==> src/rtl/timer_ctrl.sv <==
// rtl/timer_ctrl.sv - programmable one-shot / periodic timer sequencer
//
// timer_counter: saturating up-counter with overflow flag at bit WIDTH
//   clk, rst_n      clock, asynchronous active-low reset
//   load            load cnt_i into the count and clear overflow
//   en              advance by one (ignored once overflow is set)
//   cnt_i           load value
//   cnt_o           low WIDTH bits of the count
//   overflow_o      set when the count has passed 2^WIDTH-1
//
// timer_ctrl: sequences one timer_counter as a prescaled timer
//   clk, rst_n      clock, asynchronous active-low reset
//   start_i         start request (IDLE only)
//   stop_i          abort request, highest priority
//   periodic_i      1 = auto-reload, 0 = one-shot (captured at start)
//   reload_i        start value R (captured at start)
//   prescale_i      prescale value P (captured at start)
//   busy_o          high in LOAD, RUN, EXPIRE
//   irq_o           one-cycle expiry pulse
//   count_o         current counter value

module timer_counter #(
  parameter int WIDTH = 4
) (
  input  logic             clk,
  input  logic             rst_n,
  input  logic             load,
  input  logic             en,
  input  logic [WIDTH-1:0] cnt_i,
  output logic [WIDTH-1:0] cnt_o,
  output logic             overflow_o
);

  logic [WIDTH:0] count_q;

  always_ff @(posedge clk or negedge rst_n) begin
    if (!rst_n) begin
      count_q <= '0;
    end else if (load) begin
      count_q <= {1'b0, cnt_i};
    end else if (en && !count_q[WIDTH]) begin
      count_q <= count_q + 1'b1;
    end
  end

  assign cnt_o      = count_q[WIDTH-1:0];
  assign overflow_o = count_q[WIDTH];

endmodule

module timer_ctrl #(
  parameter int WIDTH      = 4,
  parameter int PRESCALE_W = 8
) (
  input  logic                  clk,
  input  logic                  rst_n,
  input  logic                  start_i,
  input  logic                  stop_i,
  input  logic                  periodic_i,
  input  logic [WIDTH-1:0]      reload_i,
  input  logic [PRESCALE_W-1:0] prescale_i,
  output logic                  busy_o,
  output logic                  irq_o,
  output logic [WIDTH-1:0]      count_o
);

  localparam logic [1:0] IDLE   = 2'd0;
  localparam logic [1:0] LOAD   = 2'd1;
  localparam logic [1:0] RUN    = 2'd2;
  localparam logic [1:0] EXPIRE = 2'd3;

  logic [1:0]            state_q;
  logic [PRESCALE_W-1:0] pre_q;
  logic [PRESCALE_W-1:0] presc_q;
  logic [WIDTH-1:0]      reload_q;
  logic                  periodic_q;
  logic                  cnt_load;
  logic                  cnt_en;
  logic                  overflow;
  logic                  tick;

  assign tick     = (pre_q == presc_q);
  assign cnt_load = (state_q == LOAD);
  // Once overflow is visible the counter must not move again this run.
  assign cnt_en   = (state_q == RUN) && tick && !overflow;

  timer_counter #(.WIDTH(WIDTH)) u_counter (
    .clk        (clk),
    .rst_n      (rst_n),
    .load       (cnt_load),
    .en         (cnt_en),
    .cnt_i      (reload_q),
    .cnt_o      (count_o),
    .overflow_o (overflow)
  );

  always_ff @(posedge clk or negedge rst_n) begin
    if (!rst_n) begin
      state_q    <= IDLE;
      pre_q      <= '0;
      presc_q    <= '0;
      reload_q   <= '0;
      periodic_q <= 1'b0;
    end else begin
      case (state_q)
        IDLE: begin
          if (start_i && !stop_i) begin
            reload_q   <= reload_i;
            presc_q    <= prescale_i;
            periodic_q <= periodic_i;
            state_q    <= LOAD;
          end
        end
        LOAD: begin
          pre_q   <= '0;
          state_q <= stop_i ? IDLE : RUN;
        end
        RUN: begin
          pre_q <= tick ? '0 : pre_q + 1'b1;
          // Stop wins over a simultaneous overflow: no irq is raised.
          if (stop_i) begin
            state_q <= IDLE;
          end else if (overflow) begin
            state_q <= EXPIRE;
          end
        end
        default: begin
          // Periodic reload reuses the captured config; inputs are ignored.
          state_q <= (periodic_q && !stop_i) ? LOAD : IDLE;
        end
      endcase
    end
  end

  assign busy_o = (state_q != IDLE);
  assign irq_o  = (state_q == EXPIRE);

endmodule

==> config.mk <==
export PLATFORM = sky130hd
export DESIGN_NAME = timer_ctrl
export DESIGN_NICKNAME = d
export VERILOG_FILES = /design/src/rtl/timer_ctrl.sv
export SDC_FILE = /design/constraint.sdc
export NUM_CORES = 1
export LEC_CHECK = 0
export ABC_AREA = 1
export BUFFER_PORTS_ARGS = -buffer_cell sky130_fd_sc_hd__buf_2
export CORE_MARGIN = 4
export CORE_UTILIZATION = 45
export CTS_CLUSTER_SIZE = 16
export DETAILED_ROUTE_END_ITERATION = 10
export PLACE_DENSITY = 0.71
export SLEW_MARGIN = 20
export SYNTH_ARGS = -nofsm -noshare
export SYNTH_HDL_FRONTEND = slang
export SYNTH_SLANG_ARGS = --single-unit
==> constraint.sdc <==
create_clock -name clk -period 3.99 [get_ports clk]
set_input_delay 0.1995 -clock clk [delete_from_list [all_inputs] [get_ports clk]]
set_output_delay 0.1995 -clock clk [all_outputs]
set_load 0.05 [all_outputs]
==> flow_metrics.py <==
metrics = {
    "outcome": {
        "outcome": "finished clean",
    },
    "timing": {
        "fmax_mhz": 575.8,
        "tns_ns": 0,
        "grt_setup_unrepaired": "no",
        "setup_violations": 0,
        "post-route-min-period_ns": 1.737,
        "drv_slew": 0,
        "hold_viol_final": 0,
        "tightest_slew_ns": 0.6618,
        "slew_headroom_pct": 55.77,
        "fin_crit_sh_pct": 43.53,
        "fin_skew_ns": 0.004905,
        "holdWs_ns": 0.09719,
    },
    "placed_design": {
        "gp_congestion": 0.8854,
        "placed_cell_area_um2": 1644,
        "io_buffers": 22,
        "dp_hpwl_um": 2154,
    },
    "clock_network": {
        "cts_tree": "built",
        "htreeDepth": 1,
        "post_cts_buffers": 0,
        "worst_skew_pair.late_latency_ns": 0.32,
        "cts_buffer_depth": 2,
        "cts-root-buf": "clkbuf_4",
        "cts_sinks": 28,
        "hold_buffers": 1,
        "path_clk_slew_ns": 0.14,
        "numCtsBuffers": 3,
        "ctsResizeCount": 0,
    },
    "pwr": {
        "p_clk_share_pct": 10.1,
        "intPower_uw": 613.8,
        "p_leak_nw": 0.8375,
        "pwr-share-seq_pct": 39.6,
        "irDropWorstVdd_mv": 0.2884,
        "switching_share_pct": 46.20,
        "powerDensity_nw_per_um2": 680.4,
        "p_comb_share_pct": 50.3,
        "power.switching_uw": 527.0,
    },
    "detailed_routing": {
        "firstDrtPassIters": 4,
        "drt_iter0_drc": 70,
        "routed_wirelength_um": 2829,
        "drc": 0,
        "via_per_inst": 4.967,
        "detailroute.via_count": 1187,
        "postRouteAntennaNets": 0,
        "wl_per_cell_um": 11.84,
    },
    "flow_run": {
        "cap_violations": 0,
    },
    "global_route": {
        "overflow": 0,
        "grt_antenna_before_repair": 0,
        "grt_pass1_vias": 1201,
        "grt_max_degree": 29,
        "grt_first_pass_wirelength_um": 5112,
        "grt_use_total_pct": 15.22,
    },
    "finish": {
        "diodes": 0,
        "fin_area_um2": 1677,
        "final_cell_mix": "43 x nand2_1, 28 x dfrtp_1, 22 x buf_2",
        "final_nets": 220,
        "final_common_cell": "nand2_1",
        "drive_gt1_share_pct": 21.03,
        "area_growth_pct": 12.04,
    },
    "synth": {
        "yosysWarnings": 0,
        "syn-instance-count": 172,
        "yosys_register_bits": 28,
        "synth_area_leaders": "dfrtp_1 47%, nand2_1 11%, mux2_2 6.0%, ha_1 5.0%, inv_1 4.8%",
        "synthDistinctLibCells": 24,
        "synth_fp_nets": 195,
        "synth_largest_area_cell": "dfrtp_1",
        "ys_seq_area_share_pct": 46.82,
        "synth_area_um2": 1496,
        "yosysTopAreaCellShare_pct": 46.82,
        "avgSynthCellArea_um2": 8.700,
    },
    "die": {
        "fp.dieH_um": 65.67,
        "die_w_um": 65.67,
        "rows": 20,
        "dieArea_um2": 4312,
        "coreArea_um2": 3128,
        "start_util_pct": 47.84,
        "ios": 23,
    },
    "worst_setup_path": {
        "startpoint_type": "register",
        "crit_slowest_cell": "nand2_1",
        "arrival_ns": 1.96,
        "crit_type": "register to register",
        "cp_max_fo": 18,
        "slowest_delay_ns": 0.50,
        "worstPathCellList": "inv_1 -> ha_1 -> nand2_1 -> mux2_2",
        "end_kind": "register",
        "cp.required_ns": 4.21,
        "startpoint": "state_q[0]$_DFFE_PN0P_",
        "rr_startpoint": "state_q[0]$_DFFE_PN0P_",
    },
    "min_path": {
        "worstHoldStart": "reload_i[0]",
        "hp-class": "input port to register",
    },
}
==> through the flow <==
stage | instances | setup WS [ns] | util [%] | power [mW]
final | 239 | 2.253 | 53.60 | 1.141
after global placement | 235 | 2.341 | 52.56 | 1.002
after detailed placement | 235 | 2.238 | 52.56 | 1.031
after global routing | 239 | 2.084 | 53.60 | 1.246
after floorplan | 172 | 2.513 | - | 0.9145
after CTS | 239 | 2.222 | 53.60 | 1.147
==> cell families (layout without fill, tap and decap cells) <==
family | Yosys count | count (layout) | synth area share, %
xor+xnor | 8 | 8 | 4.682
simple gates | 78 | 78 | 23.24
buf+inv | 24 | 47 | 6.439
compound gates | 20 | 20 | 7.777
mux | 8 | 8 | 6.020
fa+ha+maj | 6 | 6 | 5.017
flops | 28 | 28 | 46.82
==> registers in the layout, indices dropped and copies added (netlist names) <==
| register | count |
|---|---|
| pre_q | 8 |
| state_q | 2 |
| presc_q | 8 |
| reload_q | 4 |
| u_counter.count_q | 5 |
| periodic_q | 1 |
==> area by class of cell <==
class / instances / area (µm²)
clock buffer: 3 / 22.52
fill: 296 / 1451
inverter: 21 / 78.83
multi-input combinational: 120 / 699.4
sequential: 28 / 700.7
tap: 44 / 55.05
timing repair buffer: 23 / 120.1
==> cell usage after synthesis, drive strengths merged <==
| master | count |
|---|---|
| ha | 6 |
| buf | 3 |
| a31oi | 1 |
| nor3 | 1 |
| o21ai | 8 |
| inv | 21 |
| xnor2 | 4 |
| a21oi | 9 |
| nor2 | 19 |
| nand2 | 45 |
| o31ai | 1 |
| o22ai | 1 |
| nand4 | 6 |
| xor2 | 4 |
| mux2 | 8 |
| dfrtp | 28 |
| nand3 | 7 |
==> per-layer routing <==
layer	routed length, µm	global-route usage (%)	up-vias
li1	-	-	598
met1	1262	19.06	559
met2	1397	26.53	25
met3	129	2.051	5
met4	40	5.440	0
met5	0	0	-
==> power by group through the flow <==
stage | Clock [mW] | Combinational, mW | Sequential [mW]
floorplan | 0 | 0.410 | 0.505
global placement | 0 | 0.550 | 0.452
detailed placement | 0 | 0.571 | 0.460
CTS | 0.120 | 0.574 | 0.453
global route | 0.133 | 0.642 | 0.471
finish | 0.115 | 0.574 | 0.452
==> worst max-delay path, delay by kind of cell (launching register included) <==
family | cells | cell delay [ns]
fa+ha+maj | 1 | 0.21
mux | 1 | 0.41
simple gates | 1 | 0.50
flops | 1 | 0.43
buf+inv | 1 | 0.08
==> final timing paths <==
kind                                           end  slack [ns]  depth (start not counted)
max reg2reg                 periodic_q$_DFFE_PN0P_        2.25                          4
max                         periodic_q$_DFFE_PN0P_        2.25                          4
max in group asynchronous  reload_q[1]$_DFFE_PN0P_        3.17                          2
min in group asynchronous     pre_q[5]$_DFFE_PN0P_        0.40                          2
min                        reload_q[0]$_DFFE_PN0P_         0.1                          2
min reg2reg                reload_q[0]$_DFFE_PN0P_        0.52                          1
(Power assumes the default switching activity.)
